`src/rtl/noc_axi4_bridge_deser_if.sv`:
```
// ---------------------------------------------------------------------------
// noc_axi4_bridge_deser_if
//   Bundles the NoC flit input handshake and the assembled-packet output
//   handshake of the request-side deserializer.
//
//   flit_in      NoC flit (NOC_DATA_WIDTH)
//   flit_in_val  flit valid
//   flit_in_rdy  flit accepted when flit_in_val & flit_in_rdy
//   header_out   header flits 0..2 concatenated, flit0 in LSBs
//   data_out     data flit k at [k*NOC_DATA_WIDTH +: NOC_DATA_WIDTH]
//   out_val      assembled packet valid
//   out_rdy      consumer accepts when out_val & out_rdy
//
//   slave  : the deserializer's view
//   master : the view of whoever drives flits and consumes packets
// ---------------------------------------------------------------------------
interface noc_axi4_bridge_deser_if #(
    parameter int NOC_DATA_WIDTH   = 64,
    parameter int AXI4_DATA_WIDTH  = 512,
    parameter int MSG_HEADER_WIDTH = 192
);
    logic [NOC_DATA_WIDTH-1:0]   flit_in;
    logic                        flit_in_val;
    logic                        flit_in_rdy;
    logic [MSG_HEADER_WIDTH-1:0] header_out;
    logic [AXI4_DATA_WIDTH-1:0]  data_out;
    logic                        out_val;
    logic                        out_rdy;

    modport slave (
        input  flit_in, flit_in_val, out_rdy,
        output flit_in_rdy, header_out, data_out, out_val
    );

    modport master (
        output flit_in, flit_in_val, out_rdy,
        input  flit_in_rdy, header_out, data_out, out_val
    );
endinterface

```
`src/rtl/noc_axi4_bridge_deser.sv`:
```
// ---------------------------------------------------------------------------
// noc_axi4_bridge_deser
//   Request-side deserializer of the NoC-to-AXI4 bridge. Collects one NoC
//   request packet (header flits followed by optional data flits) and
//   presents header and store data as one parallel word to the AXI4
//   request logic. Exactly one packet is buffered at a time.
//
//   clk     clock
//   rst_n   asynchronous active-low reset
//   bus     noc_axi4_bridge_deser_if.slave
//             flit_in/flit_in_val/flit_in_rdy  : NoC input handshake
//             header_out/data_out/out_val/out_rdy : assembled packet output
//
//   SWAP_ENDIANESS = 1 byte-reverses every data flit before it is stored;
//   header flits are always stored as received.
// ---------------------------------------------------------------------------
module noc_axi4_bridge_deser #(
    parameter int NOC_DATA_WIDTH   = 64,
    parameter int AXI4_DATA_WIDTH  = 512,
    parameter int MSG_HEADER_WIDTH = 192,
    parameter int MSG_LENGTH_LO    = 22,
    parameter int MSG_LENGTH_WIDTH = 8,
    parameter bit SWAP_ENDIANESS   = 1'b0
) (
    input  logic                    clk,
    input  logic                    rst_n,
    noc_axi4_bridge_deser_if.slave  bus
);

    localparam int NUM_SLOTS = AXI4_DATA_WIDTH / NOC_DATA_WIDTH;
    localparam int NUM_HDR   = MSG_HEADER_WIDTH / NOC_DATA_WIDTH;
    localparam int NUM_BYTES = NOC_DATA_WIDTH / 8;
    localparam int SLOT_W    = $clog2(NUM_SLOTS) + 1;
    localparam int HDR_W     = $clog2(NUM_HDR + 1);

    typedef enum logic [1:0] {
        ST_HDR  = 2'd0,
        ST_DATA = 2'd1,
        ST_SEND = 2'd2
    } state_t;

    state_t                      state;
    state_t                      state_next;

    logic [MSG_HEADER_WIDTH-1:0] header_q;
    logic [AXI4_DATA_WIDTH-1:0]  data_q;
    logic [HDR_W-1:0]            hdr_cnt;     // header flits accepted so far
    logic [SLOT_W-1:0]           slot;        // next data slot, saturates at NUM_SLOTS
    logic [MSG_LENGTH_WIDTH-1:0] remaining;   // flits still expected after the current one

    logic                        flit_rdy;
    logic                        pkt_val;
    logic                        flit_fire;
    logic                        slot_full;
    logic [MSG_LENGTH_WIDTH-1:0] flit_len;
    logic [NOC_DATA_WIDTH-1:0]   data_flit;

    function automatic logic [NOC_DATA_WIDTH-1:0] byte_swap(
        input logic [NOC_DATA_WIDTH-1:0] w
    );
        logic [NOC_DATA_WIDTH-1:0] r;
        r = '0;
        for (int i = 0; i < NUM_BYTES; i++) begin
            r[i*8 +: 8] = w[(NUM_BYTES-1-i)*8 +: 8];
        end
        return r;
    endfunction

    assign flit_fire = bus.flit_in_val & flit_rdy;
    assign flit_len  = bus.flit_in[MSG_LENGTH_LO +: MSG_LENGTH_WIDTH];
    assign slot_full = (slot == SLOT_W'(NUM_SLOTS));
    assign data_flit = SWAP_ENDIANESS ? byte_swap(bus.flit_in) : bus.flit_in;

    // -----------------------------------------------------------------------
    // FSM: state register
    // -----------------------------------------------------------------------
    // NOTE: sequential state uses non-blocking (<=) so every flop samples the
    // pre-edge value of every other flop, independent of process ordering.
    always_ff @(posedge clk or negedge rst_n) begin
        if (!rst_n) begin
            state <= ST_HDR;
        end else begin
            state <= state_next;
        end
    end

    // -----------------------------------------------------------------------
    // FSM: next-state logic
    //   A packet is 1+L flits, L taken from flit0. In HDR the packet can end
    //   on any header flit; a nonzero remaining count at the last header flit
    //   moves on to DATA.
    // -----------------------------------------------------------------------
    // NOTE: state_next gets a default before the case so no path leaves it
    // unassigned; otherwise a latch would be inferred.
    always_comb begin
        state_next = state;
        unique case (state)
            ST_HDR: begin
                if (flit_fire) begin
                    if (hdr_cnt == '0) begin
                        if (flit_len == '0) begin
                            state_next = ST_SEND;
                        end
                    end else if (remaining == MSG_LENGTH_WIDTH'(1)) begin
                        state_next = ST_SEND;
                    end else if (hdr_cnt == HDR_W'(NUM_HDR - 1)) begin
                        state_next = ST_DATA;
                    end
                end
            end
            ST_DATA: begin
                if (flit_fire && remaining == MSG_LENGTH_WIDTH'(1)) begin
                    state_next = ST_SEND;
                end
            end
            ST_SEND: begin
                if (bus.out_rdy) begin
                    state_next = ST_HDR;
                end
            end
            default: state_next = ST_HDR;
        endcase
    end

    // -----------------------------------------------------------------------
    // FSM: outputs, decoded from state only
    // -----------------------------------------------------------------------
    always_comb begin
        flit_rdy = (state != ST_SEND);
        pkt_val  = (state == ST_SEND);
    end

    assign bus.flit_in_rdy = flit_rdy;
    assign bus.out_val     = pkt_val;
    assign bus.header_out  = header_q;
    assign bus.data_out    = data_q;

    // -----------------------------------------------------------------------
    // Datapath: header/data capture and flit counters
    // -----------------------------------------------------------------------
    // NOTE: the wide header/data registers are reset as well: unused slots of
    // short packets must read 0, and a reset mid-packet must drop partial data.
    always_ff @(posedge clk or negedge rst_n) begin
        if (!rst_n) begin
            header_q  <= '0;
            data_q    <= '0;
            hdr_cnt   <= '0;
            slot      <= '0;
            remaining <= '0;
        end else begin
            unique case (state)
                ST_HDR: begin
                    if (flit_fire) begin
                        header_q[int'(hdr_cnt)*NOC_DATA_WIDTH +: NOC_DATA_WIDTH] <= bus.flit_in;
                        hdr_cnt   <= hdr_cnt + HDR_W'(1);
                        remaining <= (hdr_cnt == '0) ? flit_len
                                                     : remaining - MSG_LENGTH_WIDTH'(1);
                    end
                end
                ST_DATA: begin
                    if (flit_fire) begin
                        // Flits beyond the last slot are accepted but dropped.
                        if (!slot_full) begin
                            data_q[int'(slot)*NOC_DATA_WIDTH +: NOC_DATA_WIDTH] <= data_flit;
                            slot <= slot + SLOT_W'(1);
                        end
                        remaining <= remaining - MSG_LENGTH_WIDTH'(1);
                    end
                end
                ST_SEND: begin
                    if (bus.out_rdy) begin
                        header_q  <= '0;
                        data_q    <= '0;
                        hdr_cnt   <= '0;
                        slot      <= '0;
                        remaining <= '0;
                    end
                end
                default: ;
            endcase
        end
    end

endmodule
```
`src/flat_wrapper.sv`:
```
// flat-port wrapper written by rule: the top's interface ports become plain ports
module noc_axi4_bridge_deser_flat 
#(
    parameter int NOC_DATA_WIDTH   = 64,
    parameter int AXI4_DATA_WIDTH  = 512,
    parameter int MSG_HEADER_WIDTH = 192,
    parameter int MSG_LENGTH_LO    = 22,
    parameter int MSG_LENGTH_WIDTH = 8,
    parameter bit SWAP_ENDIANESS   = 1'b0
)
  (clk, rst_n, bus_flit_in, bus_flit_in_val, bus_out_rdy, bus_flit_in_rdy, bus_header_out, bus_data_out, bus_out_val);
  noc_axi4_bridge_deser_if #(.NOC_DATA_WIDTH(NOC_DATA_WIDTH), .AXI4_DATA_WIDTH(AXI4_DATA_WIDTH), .MSG_HEADER_WIDTH(MSG_HEADER_WIDTH)) bus_i ();
  input  logic clk;
  input  logic rst_n;
  input wire logic [$bits(bus_i.flit_in)-1:0] bus_flit_in;
  input wire logic [$bits(bus_i.flit_in_val)-1:0] bus_flit_in_val;
  input wire logic [$bits(bus_i.out_rdy)-1:0] bus_out_rdy;
  output wire logic [$bits(bus_i.flit_in_rdy)-1:0] bus_flit_in_rdy;
  output wire logic [$bits(bus_i.header_out)-1:0] bus_header_out;
  output wire logic [$bits(bus_i.data_out)-1:0] bus_data_out;
  output wire logic [$bits(bus_i.out_val)-1:0] bus_out_val;
  assign bus_i.flit_in = bus_flit_in;
  assign bus_i.flit_in_val = bus_flit_in_val;
  assign bus_i.out_rdy = bus_out_rdy;
  assign bus_flit_in_rdy = bus_i.flit_in_rdy;
  assign bus_header_out = bus_i.header_out;
  assign bus_data_out = bus_i.data_out;
  assign bus_out_val = bus_i.out_val;
  noc_axi4_bridge_deser #(.NOC_DATA_WIDTH(NOC_DATA_WIDTH), .AXI4_DATA_WIDTH(AXI4_DATA_WIDTH), .MSG_HEADER_WIDTH(MSG_HEADER_WIDTH), .MSG_LENGTH_LO(MSG_LENGTH_LO), .MSG_LENGTH_WIDTH(MSG_LENGTH_WIDTH), .SWAP_ENDIANESS(SWAP_ENDIANESS)) u_core (.clk(clk), .rst_n(rst_n), .bus(bus_i));
endmodule
```
`config.mk`:
```
export PLATFORM = sky130hd
export DESIGN_NAME = noc_axi4_bridge_deser_flat
export DESIGN_NICKNAME = d
export VERILOG_FILES = /design/src/rtl/noc_axi4_bridge_deser_if.sv /design/src/rtl/noc_axi4_bridge_deser.sv /design/src/flat_wrapper.sv
export SDC_FILE = /design/constraint.sdc
export NUM_CORES = 1
export LEC_CHECK = 0
export ABC_CLOCK_PERIOD_IN_PS = 4800
export CAP_MARGIN = 10
export CORE_MARGIN = 10
export CORE_UTILIZATION = 30
export CTS_BUF_LIST = sky130_fd_sc_hd__clkbuf_4 sky130_fd_sc_hd__clkbuf_8
export CTS_CLUSTER_SIZE = 10
export DETAILED_ROUTE_END_ITERATION = 12
export GPL_TIMING_DRIVEN = 0
export HOLD_SLACK_MARGIN = 0.02
export SYNTH_ARGS = -nofsm -noshare
export SYNTH_HDL_FRONTEND = slang
export SYNTH_SLANG_ARGS = --single-unit
```
`constraint.sdc`:
```
create_clock -name clk -period 4.8 [get_ports clk]
set_input_delay 0.96 -clock clk [delete_from_list [all_inputs] [get_ports clk]]
set_output_delay 0.96 -clock clk [all_outputs]
set_load 0.005 [all_outputs]
```
==> results.json, run 1 <==
{
  "status": "finished, final reports clean",
  "root_buffer": "clkbuf_8",
  "use_met2": 0.392,
  "globalRouteOverflowTotal": 0,
  "drtIter0Drc": 2093,
  "clock_skew_ns": 0.0484,
  "routedWlPerCell_um": 28.6,
  "synth_ff_type": "dfrtp_1",
  "first_pass_iters": 7,
  "dieWidth_um": 333,
  "grtUsageTotal": 0.242,
  "ioPinCount": 774,
  "cp-startpoint": "u_core.state[0]$_DFFE_PN0P_",
  "relSlewSlack": 0.170,
  "async_flop_share": 1.00,
  "place_congestion": 0.852,
  "htreeDepth": 4,
  "reg2reg_depth": 8,
  "syn-mean-instance-area_um2": 11.2,
  "r2r_end": "u_core.bus.header_out[150]$_DFFE_PN0P_",
  "crit_type": "flop to output port",
  "grt_pass1_wl_mm": 195,
  "rsz0062_at_grt": "false",
  "grt_max_degree": 112,
  "ys_seq_area_frac": 0.614,
  "vias_per_cell": 5.10,
  "cts_resized": 0,
  "syn2layout_area_growth_pct": 40.8,
  "grt_busiest_layer": "met2",
  "r2r_start": "u_core.state[0]$_DFFE_PN0P_",
  "cp-end-kind": "output port",
  "syn-num-nets": 2689,
  "synth.area.top_cells": "dfrtp_1 61%, nand2_1 8.9%, mux2i_1 8.6%",
  "placed_cells": 4618,
  "synth_edf_count": 0,
  "ys_warn_count": 0,
  "grt_use_met1": 0.298,
  "grt_pass1_vias": 25205,
  "cts_buffers": 131,
  "layout-drive-gt1-share": 0.0983,
  "dieArea_um2": 111000,
  "arrival_ns": 3.31,
  "start_util": 0.303,
  "synth-seq-cells": 720,
  "antenna_left": 0,
  "crit_fanout": 10,
  "period_needed_ns": 4.27,
  "yosysTopAreaCell": "dfrtp_1",
  "dpl.hpwl_mm": 102,
  "power.leakage_nw": 18.8,
  "synth_area_um2": 29300,
  "drcViolationCount": 0,
  "vdd_ir_drop_max_uv": 293,
  "netlist_instances": 2610,
  "nets": 3555,
  "tightest_slew_ns": 1.25,
  "vias": 24742,
  "clockBufferDepth": 3,
  "fin_crit_sh": 0.891,
  "clkLatencyLatePin_ns": 0.86,
  "drt_wl_total_mm": 139,
  "design.core.area_um2": 96900,
  "setup_tns_ns": 0,
  "cts_tree": "built",
  "hold_viol": 0,
  "start_kind": "flop",
  "endpoint": "bus_flit_in_rdy",
  "cts_num_sinks": 720,
  "die_h_um": 333,
  "synth_top_area_share": 0.614,
  "power.density_nw_per_um2": 473,
  "cp.required_ns": 3.84,
  "setup_viol_count_final": 0,
  "ys_types": 61,
  "rows": 114,
  "port_buffers": 718,
  "antenna_found_initial": 12,
  "max-cap-violations": 0,
  "fmax_mhz": 234,
  "final_cells": 4851,
  "hp-class": "flop to flop",
  "drv_slew": 0,
  "cts.clk_slew.worst_paths_ns": 0.06,
  "met3_usage": 0.0802,
  "reg2reg_slack_ns": 1.14
}
-- placed cells by master (no fill, tap or decap), types with 8 or more instances in the layout --
cell	Yosys	layout
o31ai_1	65	65
o21ai_0	143	143
clkbuf_1	186	184
ha_1	11	11
clkinv_2	0	8
nand2_1	695	695
buf_1	14	14
dfrtp_1	720	720
buf_6	7	8
o2bb2ai_1	76	76
buf_2	46	46
a21oi_1	14	14
a32o_1	57	57
clkdlybuf4s50_1	0	717
o21ai_2	34	35
o21ai_1	28	26
a22o_1	133	133
clkbuf_8	0	166
inv_1	13	13
mux2i_1	253	253
nor2_1	11	11
clkbuf_4	0	35
-- through the flow --
stage / power (mW) / worst slack, ns / hold slack [ns] / area [um^2] / utilization
after floorplan: 9.65 / 2.46 / 0.470 / 29300 / -
after global placement: 13.2 / -31.75 / 0.459 / 38100 / 0.393
after detailed placement: 13.3 / 0.376 / 0.465 / 38400 / 0.397
after CTS: 19.7 / 0.329 / 0.476 / 41300 / 0.426
after global routing: 20.4 / 0.288 / 0.490 / 41300 / 0.426
final: 19.5 / 0.525 / 0.474 / 41300 / 0.426
-- sequential cells by signal, indices dropped and copies added (netlist names) --
name and cells:
u_core.bus.data_out 512, u_core.bus.header_out 192, u_core.hdr_cnt 2, u_core.remaining 8, u_core.slot 4, u_core.state 2
-- report_power, final --
part	internal [mW]	switching, mW
registers	6.70	0.430
logic	1.93	4.11
clock network	3.56	2.79
total	12.2	7.32
-- final cells by class --
type | instances | area [um^2]
diodes | 5 | 12.5
plain buffers | 260 | 1110
clock buffers | 201 | 2550
clock inverters | 26 | 282
fillers | 9302 | 55600
inverters | 14 | 52.6
multi-input cells | 1616 | 10200
flip-flops and latches | 720 | 18000
well taps | 1276 | 1600
repair buffers | 733 | 7500
-- critical path, stage by stage, from the launching register on --
cell and delay, ns:
dfrtp_1 0.38, inv_1 0.07, ha_1 0.22, buf_2 0.19, clkinv_1 0.23, clkbuf_1 0.72, clkdlybuf4s50_1 0.67
-- cells in the mapped netlist, types with 14 or more instances --
master       n
o21ai_1     28
a22o_1     133
clkbuf_1   186
a32o_1      57
buf_2       46
o2bb2ai_1   76
nand2_1    695
mux2i_1    253
o31ai_1     65
o21ai_2     34
o21ai_0    143
a21oi_1     14
dfrtp_1    720
buf_1       14
-- how the worst min path moves through the flow --
stage | slack [ns] | to | cells after the start | from
after detailed placement | 0.46 | u_core.bus.data_out[253]$_DFFE_PN0P_ | 2 | u_core.bus.data_out[253]$_DFFE_PN0P_
final | 0.47 | u_core.bus.header_out[179]$_DFFE_PN0P_ | 2 | u_core.bus.header_out[179]$_DFFE_PN0P_
after global routing | 0.49 | u_core.bus.header_out[179]$_DFFE_PN0P_ | 2 | u_core.bus.header_out[179]$_DFFE_PN0P_
after floorplan | 0.47 | u_core.remaining[7]$_DFFE_PN0P_ | 1 | u_core.remaining[7]$_DFFE_PN0P_
after global placement | 0.46 | u_core.bus.data_out[245]$_DFFE_PN0P_ | 2 | u_core.bus.data_out[245]$_DFFE_PN0P_
after CTS | 0.48 | u_core.bus.header_out[64]$_DFFE_PN0P_ | 3 | bus_flit_in[0]
-- kinds of logic (layout without fill, tap and decap cells) --
family,Yosys count,in the layout,share of synthesized area
simple gates,772,772,0.106
compound gates,579,579,0.148
other cells,0,5,0
mux,253,253,0.0864
buf+inv,274,1234,0.0397
xor+xnor,1,1,0.000299
flops,720,720,0.614
fa+ha+maj,11,11,0.00469
-- per-layer routing --
layer,up-vias,routed length (um)
li1,10833,-
met3,223,12500
met1,12620,56100
met5,-,0
met4,0,5120
met2,1066,64900
-- repair_timing --
item,4_1_cts,5_1_grt
endpoints found under the hold margin,41,0
setup buffers,0,0
hold buffers,1,0
(Power assumes the default switching activity.)
==> inputs of run 2 (changes only) <==
--- a/config.mk
+++ b/config.mk
@@ -5,13 +5,13 @@
 export SDC_FILE = /design/constraint.sdc
 export NUM_CORES = 1
 export LEC_CHECK = 0
-export ABC_CLOCK_PERIOD_IN_PS = 4800
 export CAP_MARGIN = 10
 export CORE_MARGIN = 10
 export CORE_UTILIZATION = 30
 export CTS_BUF_LIST = sky130_fd_sc_hd__clkbuf_4 sky130_fd_sc_hd__clkbuf_8
 export CTS_CLUSTER_SIZE = 10
 export DETAILED_ROUTE_END_ITERATION = 12
+export DONT_BUFFER_PORTS = 1
 export GPL_TIMING_DRIVEN = 0
 export HOLD_SLACK_MARGIN = 0.02
 export SYNTH_ARGS = -nofsm -noshare
==> run 2 against run 1 <==
  * The run now ends with negative hold slack, max-slew violations left
  * Total power fell by 7.4%
  * Flip-flop and latch count is the same
  * Sequential share of layout area rose by 9.8 points
  * Core utilization decreased by 7.8 points
  * Highest routed layer unchanged
  * Global-route usage decreased by 1.3 points
  * Die area unchanged
  * Clock power is 3% lower
  * Worst hold slack worse by 0.63 ns
  * Non-clock buffer count decreased by 726
  * Routed wire length fell by 4.7%
==> results.json, run 2 (synthesis results as in run 1) <==
{
  "clockBufferDepth": 3,
  "start_kind": "flop",
  "grt_max_degree": 721,
  "fmax_mhz": 257,
  "cts.clk_slew.worst_paths_ns": 0.06,
  "start_util": 0.303,
  "dpl.hpwl_mm": 96.1,
  "globalRouteOverflowTotal": 0,
  "antenna_left": 0,
  "first_pass_iters": 5,
  "hold_viol": 68,
  "vias": 22246,
  "port_buffers": 0,
  "cts_num_sinks": 720,
  "setup_viol_count_final": 0,
  "hp-class": "input pin to asynchronous set/reset pin",
  "cts_buffers": 130,
  "rows": 114,
  "holdWs_ns": -0.158,
  "largest_reg_flops": 512,
  "crit_fanout": 10,
  "mostFrequentLayoutCell": "dfrtp_1",
  "violations": "negative hold slack, max-slew violations",
  "antenna_found_initial": 12,
  "power.leakage_nw": 16.2,
  "nets": 2828,
  "mostFrequentLayoutCells": "720 x dfrtp_1, 695 x nand2_1, 253 x mux2i_1",
  "clkLatencyLatePin_ns": 0.82,
  "grt_pass1_wl_mm": 182,
  "place_congestion": 0.855,
  "tightest_slew_ns": 2.24,
  "vias_per_cell": 5.41,
  "cp.required_ns": 3.84,
  "routedWlPerCell_um": 32.1,
  "drt_wl_total_mm": 132,
  "htreeDepth": 4,
  "drtIter0Drc": 1858,
  "drcViolationCount": 0,
  "dieWidth_um": 333,
  "vdd_ir_drop_max_uv": 242,
  "drv_slew": 507,
  "cp-end-kind": "output port",
  "clock_skew_ns": 0.0279,
  "cts_tree": "built",
  "placed_cells": 3893,
  "status": "finished, violations left",
  "grt_pass1_vias": 22325,
  "root_buffer": "clkbuf_8",
  "crit_type": "flop to output port",
  "max-cap-violations": 0,
  "arrival_ns": 2.93,
  "grtUsageTotal": 0.230,
  "final_cells": 4115,
  "dieArea_um2": 111000,
  "relSlewSlack": -0.491,
  "syn2layout_area_growth_pct": 15.0,
  "setup_tns_ns": 0,
  "die_h_um": 333,
  "total_power_mw": 18.1,
  "power.density_nw_per_um2": 536,
  "ioPinCount": 774,
  "fin_crit_sh": 0.810,
  "design.core.area_um2": 96900,
  "layout-drive-gt1-share": 0.119,
  "rsz0062_at_grt": "false",
  "period_needed_ns": 3.89
}
run 2: cell types whose count changed in the layout (fill, tap and decap cells not counted), moves of 3 or more:
cell,previous run,this run
clkbuf_2,2,5
clkbuf_1,184,181
clkbuf_4,35,53
clkinv_8,3,0
buf_16,7,0
diode_2,5,2
clkbuf_8,166,145
clkdlybuf4s50_1,717,0
run 2: worst paths after layout:
kind                                            startpoint  cells past startpoint  slack (ns)                                   end
max reg2reg                    u_core.state[0]$_DFFE_PN0P_                      9        1.03  u_core.bus.data_out[446]$_DFFE_PN0P_
min reg2reg                u_core.remaining[7]$_DFFE_PN0P_                      1        0.51       u_core.remaining[7]$_DFFE_PN0P_
max                            u_core.state[0]$_DFFE_PN0P_                      5        0.91                       bus_flit_in_rdy
max in group asynchronous                            rst_n                      0        3.19  u_core.bus.data_out[403]$_DFFE_PN0P_
min                                                  rst_n                      0       -0.16  u_core.bus.data_out[100]$_DFFE_PN0P_
min in group clk                           bus_flit_in_val                      1        0.27         u_core.hdr_cnt[0]$_DFFE_PN0P_
run 2: power by group:
part / total [mW] / internal, mW / switching, mW
sequential: 7.54 / 6.70 / 0.843
combinational: 4.36 / 0.943 / 3.42
clock: 6.16 / 3.45 / 2.71
run 2: critical path: stages (launching register included):
cell and delay (ns):
dfrtp_1 0.37, inv_1 0.07, ha_1 0.29, buf_2 0.22, clkinv_1 0.27, clkbuf_1 0.87
run 2: per-stage QoR:
step	util	setup WS (ns)	cell area (um^2)
2_1_floorplan	-	2.46	29300
6_report	0.348	0.913	33700
3_5_place_dp	0.320	0.979	31000
4_1_cts	0.348	0.817	33700
5_1_grt	0.348	0.650	33700
3_3_place_gp	0.319	0.240	30900
run 2: metal layers:
layer / global-route usage / wire [um] / up-vias / part of all wire
met2: 0.364 / 60800 / 1103 / 0.46
met5: 0 / 0 / - / 0
met3: 0.104 / 14900 / 245 / 0.11
met1: 0.270 / 51200 / 11508 / 0.39
li1: - / - / 9390 / -
met4: 0.0911 / 5180 / 0 / 0.039
run 2: cell type report:
| type | count | area (um^2) |
|---|---|---|
| multi-input combinational | 1616 | 10200 |
| sequential | 720 | 18000 |
| buffer | 260 | 1120 |
| fill | 9729 | 63100 |
| antenna | 2 | 5.00 |
| inverter | 14 | 52.6 |
| clock inverter | 22 | 280 |
| timing repair buffer | 7 | 101 |
| tap | 1276 | 1600 |
| clock buffer | 198 | 2390 |
run 2: repair_timing:
action,CTS,global route
setup buffers,0,0
hold endpoints to repair,720,688
resized for setup,0,0
